`config.mk`:
```
export PLATFORM = sky130hd
export DESIGN_NAME = tongbu_fifo
export DESIGN_NICKNAME = d
export VERILOG_FILES = /design/src/rtl/tongbu_fifo.sv
export SDC_FILE = /design/constraint.sdc
export NUM_CORES = 1
export LEC_CHECK = 0
export CORE_ASPECT_RATIO = 0.7
export CORE_UTILIZATION = 60
export CTS_BUF_LIST = sky130_fd_sc_hd__clkbuf_8 sky130_fd_sc_hd__clkbuf_16
export DETAILED_ROUTE_END_ITERATION = 10
export GPL_ROUTABILITY_DRIVEN = 0
export PLACE_DENSITY = 0.79
export SYNTH_ARGS = -nofsm -noshare
export SYNTH_HDL_FRONTEND = slang
export SYNTH_SLANG_ARGS = --single-unit
export TNS_END_PERCENT = 5
```
`constraint.sdc`:
```
create_clock -name clk -period 3.6 [get_ports clk]
set_input_delay 0.9 -clock clk [delete_from_list [all_inputs] [get_ports clk]]
set_output_delay 0.9 -clock clk [all_outputs]
set_load 0.01 [all_outputs]
```
`src/rtl/tongbu_fifo.sv`:
```
// Single-clock FIFO with occupancy count, programmable almost-full/almost-empty
// thresholds, optional first-word-fall-through reads and sticky error flags.
module tongbu_fifo #(
  parameter int DATA_W    = 16,
  parameter int DEPTH     = 16,
  parameter int AFULL_TH  = DEPTH - 2,
  parameter int AEMPTY_TH = 2,
  parameter int FWFT      = 0
) (
  input  logic                       clk,
  input  logic                       rst,
  input  logic                       wr_en,
  input  logic [DATA_W-1:0]          din,
  input  logic                       rd_en,
  output logic [DATA_W-1:0]          dout,
  output logic                       full,
  output logic                       empty,
  output logic                       almost_full,
  output logic                       almost_empty,
  output logic [$clog2(DEPTH):0]     count,
  output logic                       overflow,
  output logic                       underflow,
  input  logic                       err_clr
);

  localparam int AW = $clog2(DEPTH);
  localparam int CW = AW + 1;

  // Elaboration-time parameter sanity checks.
  if (DEPTH < 2 || (DEPTH & (DEPTH - 1)) != 0) begin : g_bad_depth
    $error("tongbu_fifo: DEPTH (%0d) must be a power of two >= 2", DEPTH);
  end
  if (AFULL_TH < 1 || AFULL_TH > DEPTH) begin : g_bad_afull
    $error("tongbu_fifo: AFULL_TH (%0d) must be in 1..DEPTH", AFULL_TH);
  end
  if (AEMPTY_TH < 0 || AEMPTY_TH > DEPTH - 1) begin : g_bad_aempty
    $error("tongbu_fifo: AEMPTY_TH (%0d) must be in 0..DEPTH-1", AEMPTY_TH);
  end
  if (DATA_W < 1) begin : g_bad_width
    $error("tongbu_fifo: DATA_W (%0d) must be >= 1", DATA_W);
  end

  logic [DATA_W-1:0] mem [DEPTH];

  logic [AW-1:0] wr_ptr_q, wr_ptr_d;
  logic [AW-1:0] rd_ptr_q, rd_ptr_d;
  logic [CW-1:0] count_q,  count_d;
  logic          ovf_q,    ovf_d;
  logic          udf_q,    udf_d;
  logic          wr_acc,   rd_acc;

  // Status flags decode registered occupancy only, so no request input
  // reaches them combinationally.
  assign full         = (count_q == CW'(DEPTH));
  assign empty        = (count_q == '0);
  assign almost_full  = (count_q >= CW'(AFULL_TH));
  assign almost_empty = (count_q <= CW'(AEMPTY_TH));
  assign count        = count_q;
  assign overflow     = ovf_q;
  assign underflow    = udf_q;

  // NOTE: every variable driven here gets a default first; a path that leaves
  // one unassigned would infer a latch.
  always_comb begin
    wr_acc   = wr_en & ~full;
    rd_acc   = rd_en & ~empty;
    wr_ptr_d = wr_ptr_q;
    rd_ptr_d = rd_ptr_q;
    count_d  = count_q;
    ovf_d    = ovf_q;
    udf_d    = udf_q;

    if (wr_acc) wr_ptr_d = wr_ptr_q + AW'(1);
    if (rd_acc) rd_ptr_d = rd_ptr_q + AW'(1);

    unique case ({wr_acc, rd_acc})
      2'b10:   count_d = count_q + CW'(1);
      2'b01:   count_d = count_q - CW'(1);
      default: count_d = count_q;
    endcase

    // A fresh error at the same edge as err_clr wins.
    if (err_clr) begin
      ovf_d = 1'b0;
      udf_d = 1'b0;
    end
    if (wr_en && full)  ovf_d = 1'b1;
    if (rd_en && empty) udf_d = 1'b1;
  end

  // NOTE: sequential state uses non-blocking assignments so every register
  // samples pre-edge values regardless of statement order.
  always_ff @(posedge clk) begin
    if (rst) begin
      wr_ptr_q <= '0;
      rd_ptr_q <= '0;
      count_q  <= '0;
      ovf_q    <= 1'b0;
      udf_q    <= 1'b0;
    end else begin
      wr_ptr_q <= wr_ptr_d;
      rd_ptr_q <= rd_ptr_d;
      count_q  <= count_d;
      ovf_q    <= ovf_d;
      udf_q    <= udf_d;
    end
  end

  // NOTE: storage has no reset; the pointers alone define what is valid, and
  // leaving the array unreset lets it map onto plain RAM.
  always_ff @(posedge clk) begin
    if (!rst && wr_acc) mem[wr_ptr_q] <= din;
  end

  if (FWFT != 0) begin : g_fwft
    // Head word is visible as soon as it is stored; meaningless while empty.
    assign dout = mem[rd_ptr_q];
  end else begin : g_std
    logic [DATA_W-1:0] dout_q;

    always_ff @(posedge clk) begin
      if (rst)         dout_q <= '0;
      else if (rd_acc) dout_q <= mem[rd_ptr_q];
    end

    assign dout = dout_q;
  end

endmodule

```
* Yosys cells after proc, flatten, opt, wreduce, memory -nomap -nowiden *
Memories as Yosys holds them, arrays and structs flattened. A register that Yosys moved wholly into a read port is not among the register bits.
Cells that the tools add are included.

word-level totals
  flip-flop bits (word level) = 15
  bits in writable memories = 256
  logic and storage cells = 33
  memories kept = 1

memories
  name  words  bits a word  rd ports  clocked after memory_dff  wr ports  RTL line  source
  mem   16     16           1         1                         1         43        logic [DATA_W-1:0] mem [DEPTH];

cells by class
  $add $sub $neg = 4
  order comparisons = 2
  equality and inequality tests = 3
  muxes and demuxes = 6
  bitwise operators = 4
  reduce and logical (&&, ||, !) cells = 8

operator list
  kind                 number
  $pmux 5 s2           1
  $add 4x1->4 const B  2
  $reduce_bool 2->1    3
  $add 5x1->5 const B  1
  $eq 5x5->1 const B   1
  $ge 5x4->1 const B   1
  $le 5x2->1 const B   1
  $logic_not 5->1      1
  $mux 1               5
  $sub 5x1->5 const B  1
  $logic_and 1x1->1    3
  $and 1x1->1          2
  $eq 2x1->1 const B   1
  $eq 2x2->1 const B   1
  $not 1->1            2
  $logic_not 1->1      1

* Logic depth before layout (Yosys ltp) *
Gate-level depths: netlist of run 1.

  depth in word-level cells = 6
  depth in mapped cells = 11

* Worst setup path after synthesis of run 1 *
Ideal clock, no wire load.

  path kind = input-to-reg
  start = in rd_en
  end = reg count_q[4], in the netlist count[4]
  arrival = 3.117 ns
  path slack = 0.362 ns
  stages on the path = 10
  buffers on the path = 1
  cells stage by stage = a21boi_2 -> clkbuf_1 -> ha_1 -> inv_1 -> fa_1 -> nor2b_1 -> o21ai_0 -> nand3_1 -> or3b_1 -> mux2_2

on the way
  longest elaborated chain between the ends = 3

RTL lines
  item                                             RTL line  source
  start, declared                                  14        input logic rd_en,
  $and 1x1->1 (*)                                  66        rd_acc = rd_en & ~empty;
  named net rd_acc                                 50        logic wr_acc, rd_acc;
  $eq 2x1->1 or $eq 2x2->1 (tied branches)         76        unique case ({wr_acc, rd_acc})
  $pmux 5 s2 or $reduce_bool 2->1 (tied branches)  n/a
  end signal, assigned                             103       count_q <= count_d;
  end, declared                                    47        logic [CW-1:0] count_q, count_d;

The timed path passes the listed nets; every way through them passes the cells marked *.
A chain may end at the register's enable or synchronous reset.

* Final worst setup path of run 1 *
  start = reg count_q[0], in the netlist count[0]
  end = out full

on the way
  longest elaborated chain between the ends = 1

RTL lines
  item           RTL line  source
  $eq 5x5->1     54        assign full = (count_q == CW'(DEPTH));
  end, declared  16        output logic full,

Every way passes these cells.

==> results.md, run 1 <==
* Status: finished clean
* Synth Net Count at 650
* Vias in the first global route at 5964
* Core area at 0.0181 mm^2
* Pin slew with the least headroom to its limit at 1.12 ns
* Dpl ws at 0.110 ns
* Multi-input logic area at 0.00261 mm^2
* HP Class: reg -> reg
* Final WL at 23700 um
* # IOs at 48
* FF+latch count, synth at 287
* Crit path kind: reg -> out
* Core Rows at 41
* Leakage at 4.10 nW
* Fraction of registers with async set/reset at 0%
* Placed Cells at 904
* Setup slack, reg-to-reg at 0.54 ns
* Setup TNS Final at 0 ns
* Die ar. at 0.0191 mm^2
* Commonest non-fill, non-tap cell in the layout: edfxtp_1
* Final Cycle Share at 87.6%
* Clock Tree Root: clkbuf_16
* YS warnings at 0
* Initial antenna violation count at 0
* Crit path DAT at 2.25 ns
* Finished Layout Cells at 952
* GR Overflow Total at 0
* Max-Slew Margin vs Limit at 25.0%
* Mapped cell area at 0.0111 mm^2
* VDD IR-drop max at 0.687 mV
* Fin area at 0.0129 mm^2
* Crit-path slowest cell: nor4_2
* CP max FO at 6
* RSZ-0062 raised after global routing: false
* WL per Instance at 24.9 um
* Number of remaining DRC errors at 0
* Final setup margin at 0.447 ns
* Pwr dens at 645 mW/mm^2
* Postcts setup bufs at 0
* Hold Path Stages at 2
* N_diodes at 0
* Die Ht at 116 um
* Library cells used by synthesis at 40
* Slowest stage delay, CP at 0.58 ns
* Layout area overhead at 16.4%
* First-pass DRT Iterations at 5
* Placed inst area at 0.0120 mm^2
* Critical Path RT at 2.70 ns
* Layout cells sized above 1 at 18.0%
* Hold slack final at 0.502 ns
* EDFF count, synth at 256
* Layout net count at 727
* Maxcap violations at 0
* Largest net degree at the start of global routing at 59
* Die width at 165 um
* Post-Synthesis Cells at 619
* CTS tree: built
* DRT iter0 DRCs at 773
* Worst Reg-to-Reg Cells at 11
* Slew Viols, Final at 0
* Clock transition at the registers of the reported paths at 0.06 ns
* Clock sinks at 287
* Clock Skews at 0.0222 ns
* Hold buffers post-CTS at 0
* Total power at 8.35 mW
* Worst Setup End Kind: output port
* First-pass GRT wire length at 35600 um
* Vias per cell at 6.28
* Worst-Skew Late Latency at 0.53 ns
* Final ANT Viol Nets at 0
* Hold Vio Cnt, Final at 0
* Starting density of the core at 61.6%
* CP cell instances: nor4_2 -> and2_1 -> clkdlybuf4s50_1
* I/O Buffers at 47
* Filler cell count at 1069
* Tmin final at 3.15 ns
* FMAX at 0.317 GHz
* Syn_area_per_cell at 18.0 um^2
* Startpoint class of the critical path: register
* H-tree levels at 1
* Vias at 5981
* Sequential area share after synthesis at 74.7%
* Commonest non-fill, non-tap cells in the layout: edfxtp_1, mux2i_1, nor2_1
* All-Layer GR Usage at 26.0%
* # resized after CTS at 0
* Final setup fails at 0
* Post-layout util at 71.7%
* Sequential Area at 0.00831 mm^2
* Main synth FF type: edfxtp_1
* Clk buf depth at 3
* DP Wirelength at 14500 um
* Cts bufs inserted at 26
-- cells in the mapped netlist, types with 2 or more instances --
master / count / area [um^2]
a311oi_1: 16 / 140
nor2b_1: 2 / 12.5
mux4_2: 32 / 721
nand3_1: 3 / 15.0
xnor2_1: 3 / 26.3
xor2_1: 5 / 43.8
nand2_1: 9 / 33.8
dfxtp_1: 31 / 621
mux2i_1: 66 / 661
buf_2: 11 / 55.1
o22ai_1: 31 / 194
inv_1: 9 / 33.8
buf_4: 5 / 37.5
ha_1: 9 / 113
buf_6: 4 / 45.0
edfxtp_1: 256 / 7690
a21boi_2: 2 / 22.5
clkbuf_1: 12 / 45.0
nor2_1: 69 / 259
a21oi_1: 5 / 25.0
nand4_1: 2 / 12.5
and2_1: 2 / 12.5
a22oi_1: 18 / 135
-- kinds of logic (layout without fill, tap and decap cells) --
logic type	count (synthesis)	count (layout)	synth area share [%]
simple gates	96	96	3.90
flops	287	287	74.7
fa+ha+maj	10	10	1.19
xor+xnor	8	8	0.630
mux	99	99	12.5
buf+inv	43	140	2.11
compound gates	76	76	4.95
-- flip-flops by register name, indices dropped and copies added, names as in the netlist --
register	count
wr_ptr_q	4
rd_ptr_q	4
mem	256
count	5
overflow	1
underflow	1
dout	16
-- cell type report --
cell class              instances  area share [%]
flip-flops and latches        287            64.2
repair buffers                 83            5.92
multi-input cells             289            20.1
clock inverters                19            1.82
clock buffers                  29            5.35
inverters                       9           0.261
well taps                     236            2.28
-- where the power goes --
| group | switching [mW] | internal [mW] |
|---|---|---|
| Combinational | 0.769 | 0.686 |
| Sequential | 0.184 | 3.80 |
| Clock | 1.16 | 1.74 |
-- worst max-delay path, delay by kind of cell, from the launching register on --
kind | cells | cell delay [ns]
buffers and inverters | 1 | 0.54
and+or+nand+nor | 2 | 0.82
DFF | 1 | 0.38
-- final timing paths --
check | from | end
max reg2reg | count[0] | count[4]
min reg2reg | dout[12] | dout[12]
max | count[0] | full
min | dout[12] | dout[12]
-- routing by layer --
| metal | part of all wire (%) | GRT usage [%] | up-vias |
|---|---|---|---|
| met1 | 42 | 38.6 | 3008 |
| li1 | - | - | 2608 |
| met4 | 2.1 | 5.69 | 0 |
| met5 | 0 | 0 | - |
| met2 | 47 | 41.7 | 325 |
| met3 | 9.2 | 4.01 | 40 |
Power figures use the tool's default switching activity.
==> run 2, diff against run 1 <==
- CORE_UTILIZATION: 60 -> 54
- PLACE_DENSITY: 0.79 -> 0.75
- clock period: 3.6 -> 2.7 ns (I/O delays scaled with it)
==> run 2 against run 1 <==
Net effect: via count up 1.4%; die area grew 11%; total power increased by 34%; critical path depth increased by 9; sequential power rose by 33%; core utilization down 6.3 points; worst hold slack better by 0.0078 ns; sequential cell count unchanged; worst setup slack worse by 0.30 ns; sequential share of layout area decreased by 0.66 points; register-to-register slack lost 0.39 ns; routed wire length grew 3.2%.
==> results.md, run 2 (same netlist as run 1, synthesis figures left out) <==
* Vias per cell at 6.05
* DRT iter0 DRCs at 693
* NetSw at 2.83 mW
* Met3 Use GR at 4.74%
* Gate power share at 18.9%
* Clock transition at the registers of the reported paths at 0.07 ns
* First-pass DRT Iterations at 5
* Vias in the first global route at 6072
* P_int at 8.36 mW
* Crit-path slowest cell: fa_2
* Crit path kind: reg -> reg
* Clock power frac at 34.0%
* Seq pwr share at 47.2%
* Tmin final at 2.55 ns
* Dpl ws at -0.375 ns
* First-pass GRT wire length at 37000 um
* Fin area at 0.0131 mm^2
* Met1 usage at 34.5%
* Leakage at 4.20 nW
* Hold buffers post-CTS at 0
* Hold slack final at 0.510 ns
* Pwr dens at 855 mW/mm^2
* Final Cycle Share at 94.5%
* Maxcap violations at 0
* Top Usage Layer GRT: met2
* Layout area overhead at 17.6%
* Startpoint class of the critical path: register
* Net Sw Frac at 25.3%
* Sequential Area at 0.00832 mm^2
* Core area at 0.0200 mm^2
* Die ar. at 0.0212 mm^2
* CTS tree: built
* DP Wirelength at 15100 um
* Commonest non-fill, non-tap cells in the layout: edfxtp_1, nor2_1, mux2i_1
* Slowest stage delay, CP at 0.38 ns
* Clock sinks at 287
* HP Class: reg -> reg
* Placed Cells at 954
* Largest register FFs at 256
* Final setup fails at 0
* Critical Path RT at 3.11 ns
* Worst Setup End Kind: register
* Top reg by flops: mem
* Placed inst area at 0.0122 mm^2
* Die Ht at 122 um
* Max-Slew Margin vs Limit at 54.6%
* FMAX at 0.392 GHz
* Hold Vio Cnt, Final at 0
* Worst-Skew Late Latency at 0.54 ns
* RSZ-0062 raised after global routing: false
* Die width at 174 um
* Total power at 11.2 mW
* Multi-input logic area at 0.00262 mm^2
* Clock Tree Root: clkbuf_16
* Final ANT Viol Nets at 0
* Final WL at 24400 um
* Layout cells sized above 1 at 19.1%
* Filler cell count at 1357
* Layout net count at 745
* Top cell by count, worst path: inv_2
* Core Rows at 43
* Final setup margin at 0.149 ns
* All-Layer GR Usage at 23.8%
* CP cell instances: nor4_4 -> buf_4 -> a21boi_2 -> inv_2 -> ha_4 -> inv_2 -> fa_2 -> nor2b_4 -> o21ai_1 -> nand3_1 -> or3b_1 -> mux2_2
* Cts bufs inserted at 26
* GR Overflow Total at 0
* Clock Skews at 0.0225 ns
* CP max FO at 3
* Pin slew with the least headroom to its limit at 0.678 ns
* Crit path DAT at 2.96 ns
* VDD IR-drop max at 0.652 mV
* Status: finished clean
* Grt met2 use at 37.5%
* WL per Instance at 24.4 um
* Clk buf depth at 3
* Slew Viols, Final at 0
* Vias at 6062
* Number of remaining DRC errors at 0
* Starting density of the core at 55.6%
* Finished Layout Cells at 1002
* Largest net degree at the start of global routing at 37
* N_diodes at 0
* Initial antenna violation count at 0
* I/O Buffers at 47
* # IOs at 48
* H-tree levels at 1
* Commonest non-fill, non-tap cell in the layout: edfxtp_1
[run 2: cell count changes in the layout (fill, tap and decap cells not counted), sizes merged]
cell | before | now
clkbuf | 29 | 27
inv | 14 | 16
clkinv | 6 | 7
buf | 36 | 54
clkdlybuf4s50 | 47 | 44
clkinvlp | 3 | 0
dlygate4sd2 | 0 | 3
[run 2: path summary, 6_finish.rpt]
kind              startpoint  endpoint  slack (ns)  cells after the start
hold / removal       dout[0]   dout[0]        0.51                      2
hold reg to reg      dout[0]   dout[0]        0.51                      2
setup / recovery    count[0]  count[4]        0.15                     12
setup reg to reg    count[0]  count[4]        0.15                     12
[run 2: what timing repair did]
action / CTS / global route
buffers inserted: 1 / 1
endpoints found under the setup margin: 2 / 1
resized for setup: 4 / 5
pin swaps: 1 / 2
[run 2: cell type report]
cell class | instances | share of cell area (%)
Clock inverter | 19 | 1.72
Inverter | 9 | 0.258
Clock buffer | 27 | 5.08
Timing Repair Buffer | 101 | 6.76
Sequential cell | 287 | 63.6
Multi-Input combinational cell | 289 | 20.0
Tap cell | 270 | 2.58
[run 2: per-stage QoR]
stage	setup TNS [ns]	util, %
6_report	0	65.4
5_1_grt	0	65.4
4_1_cts	0	65.3
3_5_place_dp	-0.429	60.8
3_3_place_gp	-0.280	60.8
2_1_floorplan	0	-
[run 2: worst max-delay path: cells and delay by family, from the launching register on]
family	cells	cell delay (ns)
multiplexers	1	0.27
flip-flops	1	0.33
buffers and inverters	3	0.29
AO/OA/AOI/OAI	2	0.16
AND/OR/NAND/NOR	4	0.85
adder cells (fa/ha/maj)	2	0.53
[run 2: power by group through the flow]
stage | Combinational [mW] | Clock [mW] | Sequential [mW]
4_1_cts | 2.09 | 3.85 | 5.28
6_report | 2.11 | 3.80 | 5.28
5_1_grt | 2.27 | 4.01 | 5.31
3_3_place_gp | 1.99 | 0 | 5.35
2_1_floorplan | 1.16 | 0 | 5.37
3_5_place_dp | 2.08 | 0 | 5.37
[run 2: metal layers]
metal	wire, um	vias to the layer above
met5	0	-
met4	460	0
met3	1920	46
met2	11200	274
met1	10900	3094
li1	-	2648
==> run 3, diff against run 2 <==
- CTS_CLUSTER_DIAMETER: unset -> 30
==> run 3 against run 2 <==
Net effect: critical path depth did not move; routed wire length grew 2.5%; combinational power is essentially flat; register-to-register slack lost 0.02 ns; first-iteration DRC count is 9.4% higher; core utilization up 1.8 points; final area is 2.8% higher; critical endpoint unchanged; largest power group unchanged; highest routed layer unchanged.
==> results.md, run 3 (same netlist as run 1, synthesis figures left out) <==
* Status: finished clean
* Layout area overhead at 20.8%
* Final setup margin at 0.127 ns
* Crit path DAT at 2.97 ns
* Hold Vio Cnt, Final at 0
* Maxcap violations at 0
* I/O Buffers at 47
* Tmin final at 2.57 ns
* Leakage at 4.38 nW
* Die ar. at 0.0212 mm^2
* CP max FO at 3
* Vias in the first global route at 6391
* Total power at 12.3 mW
* Clock transition at the registers of the reported paths at 0.05 ns
* Hold buffers post-CTS at 0
* Commonest non-fill, non-tap cell in the layout: edfxtp_1
* DP Wirelength at 15100 um
* Cts bufs inserted at 39
* Worst-Skew Late Latency at 0.53 ns
* Number of remaining DRC errors at 0
* Vias at 6142
* RSZ-0062 raised after global routing: true
* Largest delay share family, worst path: simple AND/OR/NAND/NOR gates
* Final setup fails at 0
* First-pass GRT wire length at 38200 um
* CP cell instances: nor4_4 -> buf_4 -> a21boi_2 -> inv_2 -> ha_4 -> inv_1 -> fa_2 -> nor2b_4 -> o21ai_1 -> nand3_1 -> or3b_1 -> mux2_2
* Clock Tree Root: clkbuf_16
* # IOs at 48
* H-tree levels at 2
* Slew Viols, Final at 0
* Worst Setup End Kind: register
* Final WL at 25000 um
* Top reg by flops: mem
* Commonest non-fill, non-tap cells in the layout: edfxtp_1, nor2_1, mux2i_1
* Pwr dens at 912 mW/mm^2
* WL per Instance at 24.4 um
* First-pass DRT Iterations at 5
* Slowest stage delay, CP at 0.37 ns
* Core area at 0.0200 mm^2
* N_diodes at 0
* Largest net degree at the start of global routing at 37
* Layout net count at 757
* Clk buf depth at 3
* Clock Skews at 0.0268 ns
* All-Layer GR Usage at 24.7%
* Max-Slew Margin vs Limit at 55.2%
* Startpoint class of the critical path: register
* DRT iter0 DRCs at 758
* Starting density of the core at 55.6%
* Crit path kind: reg -> reg
* Critical Path RT at 3.09 ns
* Die Ht at 122 um
* VDD IR-drop max at 0.529 mV
* GR Overflow Total at 0
* Die width at 174 um
* Largest register FFs at 256
* Crit-path slowest cell: fa_2
* Dpl ws at -0.375 ns
* CTS tree: built
* Pin slew with the least headroom to its limit at 0.669 ns
* FMAX at 0.389 GHz
* Final Cycle Share at 95.3%
* Final ANT Viol Nets at 0
* Initial antenna violation count at 0
* WP buf/inv at 3
* Core Rows at 43
* Filler cell count at 1320
* Layout cells sized above 1 at 21.8%
* Clock sinks at 287
* HP Class: reg -> reg
* Vias per cell at 5.98
-- run 3: final timing paths --
check                           slack [ns]      from  endpoint  depth (start not counted)
worst max register to register        0.13  count[0]  count[4]                         12
worst min-delay path                  0.50   dout[8]   dout[8]                          2
worst min register to register        0.50   dout[8]   dout[8]                          2
worst max-delay path                  0.13  count[0]  count[4]                         12
-- run 3: what timing repair did --
item                       in CTS  in global routing
pin swaps                       1                  1
setup endpoints to repair       2                  3
gates resized for setup         2                  5
buffers inserted                1                  0
-- run 3: area by class of cell --
class | instances | area, um^2 | area share (%)
timing repair buffer | 100 | 885 | 6.58
tap | 270 | 338 | 2.51
sequential | 287 | 8310 | 61.9
inverter | 9 | 33.8 | 0.251
clock inverter | 31 | 248 | 1.84
multi-input combinational | 289 | 2620 | 19.5
clock buffer | 41 | 1000 | 7.47
-- run 3: worst reg2reg max path, cell delays in order, from the launching register on --
cell	delay, ns
dfxtp_1	0.33
nor4_4	0.30
buf_4	0.16
a21boi_2	0.06
inv_2	0.08
ha_4	0.14
inv_1	0.08
fa_2	0.37
nor2b_4	0.13
o21ai_1	0.09
nand3_1	0.09
or3b_1	0.35
mux2_2	0.27
-- run 3: power by group --
group          internal (mW)  switching (mW)  leakage, nW
clock                   2.93            1.92        0.624
sequential              5.07           0.222         2.56
combinational           1.03            1.08         1.19
total                   9.03            3.23         4.38
-- run 3: layer usage --
metal,vias up,global-route usage (%),part of all wire [%],wire [um]
li1,2687,-,-,-
met1,3131,34.9,43,10900
met2,290,38.9,47,11700
met3,34,5.46,8.4,2110
met4,0,7.25,1.5,367
met5,-,0,0,0
-- run 3: per-stage QoR --
stage	hold WS (ns)	cell area (um^2)	TNS (ns)	instances	utilization (%)
5_1_grt	0.530	13400	-0.00937	1027	67.2
2_1_floorplan	0.518	11200	0	619	-
3_5_place_dp	0.502	12200	-0.429	954	60.8
6_report	0.504	13400	0	1027	67.2
3_3_place_gp	0.490	12200	-0.280	954	60.8
4_1_cts	0.512	13400	0	1027	67.1
==> RTL edit: new RTL, settings of run 3 <==
`DATA_W`: 16 -> 18.
--- a/src/rtl/tongbu_fifo.sv
+++ b/src/rtl/tongbu_fifo.sv
@@ -1,7 +1,7 @@
 // Single-clock FIFO with occupancy count, programmable almost-full/almost-empty
 // thresholds, optional first-word-fall-through reads and sticky error flags.
 module tongbu_fifo #(
-  parameter int DATA_W    = 16,
+  parameter int DATA_W    = 18,
   parameter int DEPTH     = 16,
   parameter int AFULL_TH  = DEPTH - 2,
   parameter int AEMPTY_TH = 2,
Interface: changed (resized din and dout); port bits go from 48 to 52. No check against the original RTL was run, so the function may have changed too.
==> RTL edit against run 3 <==
Combinational power rose by 8%. Routed wire length rose by 3.6%. Setup slack got worse by 0.026 ns. Non-clock buffer count rose by 7. Global-route usage fell by 1.5 points. Cell area rose by 12%. Fmax fell by 0.99%. Sequential power rose by 12%. Area after synthesis rose by 11%. Clock power rose by 15%. Power rose by 12%. Sequential cell count rose by 34.
==> RTL edit: results (changes against run 3) <==
stage;metric;value;unit;change
status;run status;completed;;
synthesis;Mapped Nets;713;;+9.7%
synthesis;Syn Area/Cell;18.16;um^2;+1.1%
power;Switching Share;0.2557;;-0.007355
sta;Hold WS;0.5035;ns;-0.0005830 ns
finish;proportion of layout cells with a drive suffix above 1;0.2328;;+0.01484
synthesis;Synth cell types;39;;-2.5%
power;Max IR drop VDD;0.6717;mV;+27%
sta;final worst-path cycle share;0.9624;;+0.009505
detailed_routing;Routed met2 length;12640;um;+8.2%
detailed_routing;via count;6704;;+9.2%
synthesis;dominant cells by area after synthesis;edfxtp_1 70%, mux4_2 6.6%, mux2i_1 6.0%, dfxtp_1 5.3%, nor2_1 2.2%;;
finish;fill cell count;1394;;+5.6%
placed_design;Placement Setup Slack;-0.4966;ns;-0.1214 ns
sta;Final Setup Violations;0;;unchanged
finish;finished layout cell area;15050;um^2;+12%
placed_design;number of buffer cells added on primary ports;51;;+8.5%
detailed_routing;wire length on met1;10820;um;-0.57%
min_path;HP Start;dout[15];;
grt;largest net degree at the start of global routing;51;;+38%
critical_path;Worst path slowest cell;a2111oi_0;;
detailed_routing;final WL;25950;um;+3.6%
sta;Final Hold Vio Count;0;;unchanged
finish;max reg flops;288;;+13%
grt;GRT Total Usage;0.2320;;-0.01494
power;LEAKAGE;4.820;nW;+10%
sta;Worst Clk Skew;0.01852;ns;-0.008280 ns
grt;met1 usage;0.3210;;-0.02832
detailed_routing;DR WL met3;1977;um;-6.3%
critical_path;Critical R2R Launch;count[3];;
synthesis;xor/xnor share of the synthesized area;0.005674;;-0.0006255
synthesis;Post-synth EDFFs;288;;+13%
critical_path;maximum fanout along the worst path;6;;+3
synthesis;Post-synth top cells;288 x edfxtp_1, 74 x mux2i_1, 73 x nor2_1, 36 x mux4_2, 35 x o22ai_1;;
synthesis;mux cell area share after synthesis;0.1265;;+0.001348
critical_path;crit path DAT;1.92;ns;-1.05 ns
grt;M3 GR Usage;0.04331;;-0.01131
placed_design;placed cell count;1055;;+11%
clock_tree;post-CTS setup buffer count;0;;-1
grt;vias in the first global route;6978;;+9.2%
detailed_routing;Iteration-0 DRC Markers;591;;-22%
min_path;Worst Hold End;dout[15];;
grt;first-pass GRT wire length;40330;um;+5.7%
grt;met2 global-route usage;0.3781;;-0.01072
placed_design;HPWL reported at the end of detailed placement;15900;um;+5.5%
placed_design;placed inst area;13580;um^2;+12%
critical_path;CP Launch Point;count[1];;
synthesis;Seq/Total Area, Yosys;0.7538;;+0.006893
[RTL edit: power groups by stage]
stage | registers, W | logic [W] | clock network (W)
final | 0.00591 | 0.00229 | 0.00559
after global routing | 0.00593 | 0.00247 | 0.00592
after CTS | 0.00590 | 0.00225 | 0.00568
after detailed placement | 0.00599 | 0.00226 | 0
after global placement | 0.00598 | 0.00217 | 0
after floorplan | 0.00599 | 0.00123 | 0
[RTL edit: timing repair]
| item | 4_1_cts | 5_1_grt |
|---|---|---|
| setup endpoints to repair | 4 | 1 |
| gates resized for setup | 3 | 6 |
| gates cloned | 0 | 0 |
| pin swaps | 1 | 2 |
[RTL edit: area by class of cell]
class | count | area share
clock buffers | 47 | 0.07665
clock inverters | 32 | 0.01995
inverters | 9 | 0.002245
multi-input cells | 313 | 0.1919
flip-flops and latches | 321 | 0.6190
well taps | 305 | 0.02536
repair buffers | 107 | 0.06493
[RTL edit: critical path, delay by kind of cell, from the launching register on]
family,cells,cell delay (ns)
flops,1,0.34
buf+inv,2,0.51
compound gates,1,0.57
